**src/rtl/fpu_sb_pkg.sv**
```systemverilog
// Shared types and latency table for the dual-lane FPU issue scoreboard.
// Latency: n/a (types, constants and a pure function only).
// Backpressure: n/a.
package fpu_sb_pkg;

    typedef enum logic [2:0] {
        FADD  = 3'd0,
        FSUB  = 3'd1,
        FMUL  = 3'd2,
        FDIV  = 3'd3,
        FSQRT = 3'd4,
        FTOI  = 3'd5,
        ITOF  = 3'd6
    } fpu_unit_t;

    localparam logic [4:0] LAT_FADD  = 5'd3;
    localparam logic [4:0] LAT_FSUB  = 5'd3;
    localparam logic [4:0] LAT_FMUL  = 5'd2;
    localparam logic [4:0] LAT_FDIV  = 5'd10;
    localparam logic [4:0] LAT_FSQRT = 5'd8;
    localparam logic [4:0] LAT_FTOI  = 5'd2;
    localparam logic [4:0] LAT_ITOF  = 5'd2;

    // One writeback port reservation.
    typedef struct packed {
        logic       valid;
        logic [4:0] rt;
    } wb_slot_t;

    // Returns 0 for an unknown unit code, which callers treat as illegal.
    function automatic logic [4:0] lat_of(input fpu_unit_t unit);
        case (unit)
            FADD:    lat_of = LAT_FADD;
            FSUB:    lat_of = LAT_FSUB;
            FMUL:    lat_of = LAT_FMUL;
            FDIV:    lat_of = LAT_FDIV;
            FSQRT:   lat_of = LAT_FSQRT;
            FTOI:    lat_of = LAT_FTOI;
            ITOF:    lat_of = LAT_ITOF;
            default: lat_of = 5'd0;
        endcase
    endfunction

endpackage

```
**src/rtl/fpu_sb_resv_table.sv**
```systemverilog
// Writeback reservation table: shifts down one entry per cycle; entry 0 retires.
// Latency: an insert with latency L appears on wb_valid_o L cycles after its grant cycle.
// Backpressure: none internally; the caller must only insert when occupancy < WB_PORTS.
module fpu_sb_resv_table
    import fpu_sb_pkg::*;
#(
    parameter int MAX_LAT  = 16,
    parameter int WB_PORTS = 2,
    parameter int CW       = $clog2(WB_PORTS + 1)
) (
    input  logic                  clk,
    input  logic                  rstn,
    input  logic [4:0]            u_lat_i,
    input  logic [4:0]            l_lat_i,
    input  logic                  u_ins_i,
    input  logic [4:0]            u_rt_i,
    input  logic                  l_ins_i,
    input  logic [4:0]            l_rt_i,
    output logic [CW-1:0]         u_occ_o,
    output logic [CW-1:0]         l_occ_o,
    output logic [WB_PORTS-1:0]   wb_valid_o,
    output logic [5*WB_PORTS-1:0] wb_rt_o
);

    localparam int IW = $clog2(MAX_LAT);

    wb_slot_t tbl_q   [MAX_LAT][WB_PORTS];
    wb_slot_t tbl_d   [MAX_LAT][WB_PORTS];
    wb_slot_t shifted [MAX_LAT][WB_PORTS];

    // Window advance: every entry moves one step closer to retirement.
    always_comb begin
        for (int i = 0; i < MAX_LAT - 1; i++) begin
            for (int s = 0; s < WB_PORTS; s++) begin
                shifted[i][s] = tbl_q[i+1][s];
            end
        end
        for (int s = 0; s < WB_PORTS; s++) begin
            shifted[MAX_LAT-1][s] = '0;
        end
    end

    // Place new inserts in the lowest free slot; u is served before l so
    // that a same-entry pair lands u in the lower slot.
    always_comb begin : alloc
        logic u_pend;
        logic l_pend;
        u_pend = 1'b0;
        l_pend = 1'b0;
        for (int i = 0; i < MAX_LAT; i++) begin
            u_pend = u_ins_i && (int'(u_lat_i) == i + 1);
            l_pend = l_ins_i && (int'(l_lat_i) == i + 1);
            for (int s = 0; s < WB_PORTS; s++) begin
                tbl_d[i][s] = shifted[i][s];
                if (!shifted[i][s].valid) begin
                    if (u_pend) begin
                        tbl_d[i][s] = {1'b1, u_rt_i};
                        u_pend      = 1'b0;
                    end else if (l_pend) begin
                        tbl_d[i][s] = {1'b1, l_rt_i};
                        l_pend      = 1'b0;
                    end
                end
            end
        end
    end

    // Occupancy of the entry each lane would land in (valid slots only).
    always_comb begin
        u_occ_o = '0;
        l_occ_o = '0;
        for (int s = 0; s < WB_PORTS; s++) begin
            if (int'(u_lat_i) < MAX_LAT && tbl_q[u_lat_i[IW-1:0]][s].valid) begin
                u_occ_o = u_occ_o + CW'(1);
            end
            if (int'(l_lat_i) < MAX_LAT && tbl_q[l_lat_i[IW-1:0]][s].valid) begin
                l_occ_o = l_occ_o + CW'(1);
            end
        end
    end

    // Table state register with synchronous clear.
    always_ff @(posedge clk) begin
        if (!rstn) begin
            for (int i = 0; i < MAX_LAT; i++) begin
                for (int s = 0; s < WB_PORTS; s++) begin
                    tbl_q[i][s] <= '0;
                end
            end
        end else begin
            tbl_q <= tbl_d;
        end
    end

    // Entry 0 is the set of results writing back this cycle.
    always_comb begin
        for (int s = 0; s < WB_PORTS; s++) begin
            wb_valid_o[s]      = tbl_q[0][s].valid;
            wb_rt_o[5*s +: 5]  = tbl_q[0][s].rt;
        end
    end

endmodule

```
**src/rtl/fpu_issue_scoreboard.sv**
```systemverilog
// Dual-lane FPU issue scoreboard: RAW/WAW hazards, writeback port reservation, busy vector.
// Latency: grant/interlock combinational; busy and wb_* registered. Optional FPU_SB_STATS_EN adds stall counters.
// Backpressure: stalled requests hold fetch/decode via interlock; lower lane never issues past a stalled upper lane.
module fpu_issue_scoreboard
    import fpu_sb_pkg::*;
#(
    parameter int MAX_LAT  = 16,
    parameter int WB_PORTS = 2
) (
    input  logic                  clk,
    input  logic                  rstn,
    input  logic                  u_req_valid,
    input  logic [2:0]            u_req_unit,
    input  logic [4:0]            u_req_rt,
    input  logic                  u_req_rt_flag,
    input  logic [4:0]            u_req_rsa,
    input  logic [4:0]            u_req_rsb,
    input  logic                  u_req_rsa_en,
    input  logic                  u_req_rsb_en,
    input  logic                  l_req_valid,
    input  logic [2:0]            l_req_unit,
    input  logic [4:0]            l_req_rt,
    input  logic                  l_req_rt_flag,
    input  logic [4:0]            l_req_rsa,
    input  logic [4:0]            l_req_rsb,
    input  logic                  l_req_rsa_en,
    input  logic                  l_req_rsb_en,
    output logic                  u_grant,
    output logic                  l_grant,
    output logic                  interlock,
    output logic [31:0]           busy,
    output logic [WB_PORTS-1:0]   wb_valid,
    output logic [5*WB_PORTS-1:0] wb_rt
`ifdef FPU_SB_STATS_EN
    ,
    output logic [31:0]           stall_raw,
    output logic [31:0]           stall_waw,
    output logic [31:0]           stall_port,
    output logic [31:0]           issued
`endif
);

    localparam int CW = $clog2(WB_PORTS + 1);

    logic [31:0]   busy_q, busy_d, busy_set, busy_clr;
    logic [4:0]    lat_u, lat_l;
    logic          legal_u, legal_l;
    logic          raw_u, waw_u, port_u;
    logic          raw_l, waw_l, port_l;
    logic          xraw_l, xwaw_l, order_ok;
    logic [CW-1:0] u_occ, l_occ;
    logic [CW:0]   l_cnt;

    assign lat_u   = lat_of(fpu_unit_t'(u_req_unit));
    assign lat_l   = lat_of(fpu_unit_t'(l_req_unit));
    assign legal_u = (lat_u != 5'd0) && (int'(lat_u) < MAX_LAT);
    assign legal_l = (lat_l != 5'd0) && (int'(lat_l) < MAX_LAT);

    fpu_sb_resv_table #(
        .MAX_LAT  (MAX_LAT),
        .WB_PORTS (WB_PORTS),
        .CW       (CW)
    ) u_table (
        .clk        (clk),
        .rstn       (rstn),
        .u_lat_i    (lat_u),
        .l_lat_i    (lat_l),
        .u_ins_i    (u_grant & u_req_rt_flag),
        .u_rt_i     (u_req_rt),
        .l_ins_i    (l_grant & l_req_rt_flag),
        .l_rt_i     (l_req_rt),
        .u_occ_o    (u_occ),
        .l_occ_o    (l_occ),
        .wb_valid_o (wb_valid),
        .wb_rt_o    (wb_rt)
    );

    // Hazard and port checks for both lanes; l is evaluated after u's decision.
    always_comb begin
        raw_u    = (u_req_rsa_en & busy_q[u_req_rsa]) | (u_req_rsb_en & busy_q[u_req_rsb]);
        waw_u    = u_req_rt_flag & busy_q[u_req_rt];
        port_u   = int'(u_occ) >= WB_PORTS;
        u_grant  = u_req_valid & legal_u & ~raw_u & ~waw_u & ~port_u;

        order_ok = u_grant | ~u_req_valid;
        xraw_l   = u_grant & u_req_rt_flag &
                   ((l_req_rsa_en & (l_req_rsa == u_req_rt)) |
                    (l_req_rsb_en & (l_req_rsb == u_req_rt)));
        xwaw_l   = u_grant & u_req_rt_flag & l_req_rt_flag & (l_req_rt == u_req_rt);
        raw_l    = (l_req_rsa_en & busy_q[l_req_rsa]) | (l_req_rsb_en & busy_q[l_req_rsb]) | xraw_l;
        waw_l    = (l_req_rt_flag & busy_q[l_req_rt]) | xwaw_l;
        l_cnt    = {1'b0, l_occ} +
                   (CW+1)'(u_grant & u_req_rt_flag & (lat_l == lat_u));
        port_l   = int'(l_cnt) >= WB_PORTS;
        l_grant  = l_req_valid & legal_l & order_ok & ~raw_l & ~waw_l & ~port_l;

        interlock = (u_req_valid & ~u_grant) | (l_req_valid & ~l_grant);
    end

    // Busy bits: set on a writing grant, cleared when the result retires; set wins.
    always_comb begin
        busy_set = '0;
        busy_clr = '0;
        if (u_grant && u_req_rt_flag) busy_set[u_req_rt] = 1'b1;
        if (l_grant && l_req_rt_flag) busy_set[l_req_rt] = 1'b1;
        for (int s = 0; s < WB_PORTS; s++) begin
            if (wb_valid[s]) busy_clr[wb_rt[5*s +: 5]] = 1'b1;
        end
        busy_d = (busy_q & ~busy_clr) | busy_set;
    end

    // Busy register with synchronous clear.
    always_ff @(posedge clk) begin
        if (!rstn) busy_q <= '0;
        else       busy_q <= busy_d;
    end

    assign busy = busy_q;

    // A register can only retire while busy, and a writer needs it idle, so these never overlap.
    a_no_set_clr: assert property (@(posedge clk) disable iff (!rstn) (busy_set & busy_clr) == 32'd0);

`ifdef FPU_SB_STATS_EN
    logic [31:0] stall_raw_q, stall_waw_q, stall_port_q, issued_q;
    logic        l_cons, raw_ev, waw_ev, port_ev;

    // Per-cycle stall cause, RAW over WAW over port; l only counts when it was eligible to issue.
    always_comb begin
        l_cons  = l_req_valid & legal_l & order_ok;
        raw_ev  = (u_req_valid & legal_u & raw_u) | (l_cons & raw_l);
        waw_ev  = (u_req_valid & legal_u & waw_u) | (l_cons & waw_l);
        port_ev = (u_req_valid & legal_u & port_u) | (l_cons & port_l);
    end

    // Saturating event counters.
    always_ff @(posedge clk) begin
        if (!rstn) begin
            stall_raw_q  <= '0;
            stall_waw_q  <= '0;
            stall_port_q <= '0;
            issued_q     <= '0;
        end else begin
            if (raw_ev && stall_raw_q != '1)                         stall_raw_q  <= stall_raw_q + 32'd1;
            else if (!raw_ev && waw_ev && stall_waw_q != '1)         stall_waw_q  <= stall_waw_q + 32'd1;
            else if (!raw_ev && !waw_ev && port_ev && stall_port_q != '1) stall_port_q <= stall_port_q + 32'd1;
            if ((u_grant || l_grant) && issued_q != '1)              issued_q     <= issued_q + 32'd1;
        end
    end

    assign stall_raw  = stall_raw_q;
    assign stall_waw  = stall_waw_q;
    assign stall_port = stall_port_q;
    assign issued     = issued_q;
`endif

endmodule
```
**config.mk**
```make
export PLATFORM = sky130hd
export DESIGN_NAME = fpu_issue_scoreboard
export DESIGN_NICKNAME = d
export VERILOG_FILES = /design/src/rtl/fpu_sb_pkg.sv /design/src/rtl/fpu_sb_resv_table.sv /design/src/rtl/fpu_issue_scoreboard.sv
export SDC_FILE = /design/constraint.sdc
export NUM_CORES = 1
export LEC_CHECK = 0
export ABC_AREA = 1
export BUFFER_PORTS_ARGS = -buffer_cell sky130_fd_sc_hd__buf_2
export CAP_MARGIN = 20
export CORE_MARGIN = 2
export CORE_UTILIZATION = 59
export CTS_CLUSTER_DIAMETER = 40
export DETAILED_ROUTE_END_ITERATION = 10
export HOLD_SLACK_MARGIN = 0.15
export PLACE_DENSITY = 0.78
export SYNTH_ARGS = -nofsm -noshare
export SYNTH_HDL_FRONTEND = slang
export SYNTH_SLANG_ARGS = --single-unit
```
**constraint.sdc**
```tcl
create_clock -name clk -period 3.05 [get_ports clk]
set_clock_uncertainty 0.1 [all_clocks]
set_input_delay 0.1525 -clock clk [delete_from_list [all_inputs] [get_ports clk]]
set_output_delay 0.1525 -clock clk [all_outputs]
set_load 0.005 [all_outputs]
```
==> flow_metrics.py <==
metrics = {
    "critical_path": {
        "path_max_fanout": 11,
        "startpoint_type": "input pin",
        "critical_path.top_delay_family": "simple AND/OR/NAND/NOR gates",
        "worstPathArrival_ns": 3.29,
        "worstReg2RegEnd": "u_table.shifted[186]",
        "worstRegToRegCells": 19,
        "crit_path_end_kind": "flip-flop",
        "cp.depth": 22,
        "slowest_delay_ns": 0.57,
        "crit_end": "u_table.shifted[186]",
        "slowest_stage": "dlygate4sd3_1",
        "critPathBufInv": 5,
        "critPathKind": "in -> reg",
        "r2r_start": "busy[3]",
        "r2r_slack_ns": 0.07,
        "crit_start": "u_req_rt[4]",
        "path_cells": "dlygate4sd3_1 -> clkbuf_4 -> inv_2 -> nor3_1 -> nand2_1 -> nand2_1 -> nor2_1 -> nand2_1 -> a21oi_2 -> nand3_1 -> nand2_1 -> nand2_1 -> nor2_2 -> nand3_4 -> nor2_4 -> buf_4 -> nand2_1 -> o21ai_0 -> nand2_1 -> nand3_1 -> nand2_1 -> inv_1",
        "crit_top_cell": "nand2_1",
        "crit_required_ns": 3.33,
    },
    "route": {
        "wl_per_cell_um": 17.8,
        "drc": 0,
        "num_vias": 10700,
        "drtIter0Drc": 1715,
        "via_per_inst": 5.95,
        "drt-total-wl_mm": 32.1,
        "first_pass_iters": 6,
        "antenna_left": 0,
    },
    "die": {
        "die_w_um": 128,
        "ios": 93,
        "die_area_um2": 16400,
        "initial_core_util_pct": 60.1,
        "core_um2": 15100,
        "rows": 45,
        "die_h_um": 128,
    },
    "global_routing": {
        "globalRoute.totalOverflow": 0,
        "antenna_found_initial": 0,
        "grt_pass1_vias": 9481,
        "grt_pass1_wl_mm": 49.8,
        "grtUsageTotal_pct": 39.1,
        "grt_max_degree": 95,
    },
    "yosys": {
        "synth_warnings": 0,
        "ys.flop_type": "dfxtp_1",
        "ys_seq_area_share_pct": 36.2,
        "avgSynthCellArea_um2": 6.30,
        "syn_inst": 1440,
        "ys_ff_latch": 164,
        "synth_cell_type_count": 40,
        "synth_area_um2": 9070,
        "synth_edf_count": 0,
        "postSynth.asyncResetShare_pct": 0,
    },
    "finish": {
        "fill_cells": 1305,
        "area_delta_synth_final_pct": 21.1,
        "stdcell_area_um2": 11000,
        "drive_gt1_share_pct": 15.3,
        "utilization_pct": 72.8,
        "layout.nets": 1644,
    },
    "sta": {
        "setup_violations": 0,
        "timing.final.crit_share_pct": 98.6,
        "finalCriticalPeriod_ns": 3.01,
        "fin_setup_tns_ns": 0,
        "finalMaxSlewViolations": 0,
        "finalHoldViolCount": 0,
        "worstMarginPinSlew_ns": 0.843,
        "relSlewSlack_pct": 43.8,
        "fmax_mhz": 332,
    },
    "placement": {
        "dp_hpwl_mm": 22.3,
        "gp_congestion": 1.06,
        "dpl_cell_area_um2": 10200,
        "portBuffers": 92,
    },
    "pwr": {
        "total_power_mw": 4.98,
        "powerDensity_nw_per_um2": 454,
        "static-leakage-power_nw": 5.25,
        "peakVddDrop_uv": 413,
    },
    "cts": {
        "numCtsBuffers": 17,
        "htreeDepth": 4,
        "clock-sinks": 164,
        "clk_pin_slew_ns": 0.07,
        "cts-root-buf": "clkbuf_16",
        "clockBufferDepth": 2,
        "clkLatencyLatePin_ns": 0.44,
        "cts_tree": "yes",
    },
    "hold_path": {
        "min_path_type": "in -> reg",
    },
    "flow_run": {
        "drv_cap": 0,
    },
    "outcome": {
        "outcome": "complete, no violations",
    },
}
worst min-delay path by stage:
stage / depth (start not counted) / to / slack [ns] / start
after floorplan: 2 / u_table.shifted[85] / 0.24 / l_req_rt[1]
after global placement: 2 / u_table.shifted[99] / 0.29 / u_table.shifted[87]
after detailed placement: 2 / u_table.wb_rt_o[9] / 0.30 / u_table.shifted[184]
after CTS: 4 / u_table.shifted[176] / 0.19 / u_req_rt[2]
after global routing: 6 / u_table.shifted[180] / 0.24 / u_req_rt[0]
final: 6 / u_table.shifted[84] / 0.21 / u_req_rt[0]
worst register-to-register path, delay by kind of cell, from the launching register on:
family | cells | cell delay, ns
compound gates | 1 | 0.13
simple gates | 16 | 1.81
buf+inv | 2 | 0.23
flops | 1 | 0.64
kinds of logic (layout without fill, tap and decap cells):
kind of cell	count (synthesis)	in the layout	share of synthesized area, %
simple gates	790	790	37.5
other cells	1	13	0.0414
xor+xnor	3	3	0.290
flops	164	164	36.2
fa+ha+maj	1	1	0.138
buf+inv	245	404	10.8
compound gates	236	236	15.0
per-stage QoR:
stage	worst slack [ns]	hold WS, ns	instances
finish	0.0420	0.215	1799
global route	-0.138	0.239	1798
CTS	0.0413	0.191	1794
detailed placement	-0.0950	0.297	1754
global placement	0.0604	0.288	1754
floorplan	0.330	0.239	1451
synthesized netlist by cell type, types with 4 or more instances:
library cell,count,area share (%)
a21oi_1,90,5.0
a22o_1,4,0.39
a22oi_1,16,1.3
a31oi_1,37,2.6
buf_2,23,1.3
buf_4,6,0.50
clkbuf_1,37,1.5
dfxtp_1,164,36
inv_1,167,6.9
inv_2,6,0.25
nand2_1,443,18
nand3_1,232,13
nand4_1,5,0.35
nor2_1,52,2.2
nor2_4,4,0.50
nor3_1,45,2.5
o211ai_1,13,1.1
o21ai_0,59,3.3
o22ai_1,6,0.41
what timing repair did:
| action | in CTS | in global routing |
|---|---|---|
| hold buffers | 8 | 0 |
| setup endpoints to repair | 0 | 24 |
| setup buffers | 0 | 4 |
| resized for setup | 0 | 11 |
| hold endpoints to repair | 20 | 0 |
state kept, by name (all words and copies together), names as in the netlist:
register,flops
u_table.wb_valid_o,2
u_table.wb_rt_o,10
u_table.shifted,120
busy,32
routing by layer:
metal / wire, um / share of wire (%) / up-vias / track usage, %
li1: - / - / 5046 / -
met1: 11700 / 37 / 4677 / 48.0
met2: 14300 / 45 / 782 / 61.9
met3: 3740 / 12 / 207 / 9.89
met4: 2250 / 7.0 / 0 / 23.7
met5: 0 / 0 / - / 0
area by class of cell:
cell class                      count  area, um^2  share of cell area, %
Antenna cell                        1        2.50                 0.0228
Clock buffer                       20         467                   4.25
Clock inverter                     12         139                   1.26
Inverter                          175         664                   6.05
Multi-Input combinational cell   1042        4870                   44.3
Sequential cell                   164        3290                   29.9
Tap cell                          188         235                   2.14
Timing Repair Buffer              197        1320                   12.0
power breakdown:
group / switching [mW] / leakage, nW / internal [mW]
clock: 0.945 / 0.298 / 1.22
sequential: 0.0398 / 1.34 / 2.20
combinational: 0.386 / 3.62 / 0.195
placed cells by master, fill, tap and decap left out, types with 4 or more instances in the layout:
cell type,synthesis,layout
nand2_1,443,442
nand3_1,232,232
inv_1,167,165
dfxtp_1,164,162
buf_4,6,93
buf_2,23,91
a21oi_1,90,90
o21ai_0,59,59
nor2_1,52,49
nor3_1,45,44
a31oi_1,37,37
clkbuf_16,0,17
a22oi_1,16,16
o211ai_1,13,13
conb_1,1,12
dlygate4sd3_1,0,8
inv_2,6,6
o22ai_1,6,6
nand4_1,5,5
clkinv_4,0,5
a22o_1,4,4
nor2_2,1,4
nor2_4,4,4
buf_12,0,4
Power figures use the tool's default switching activity.
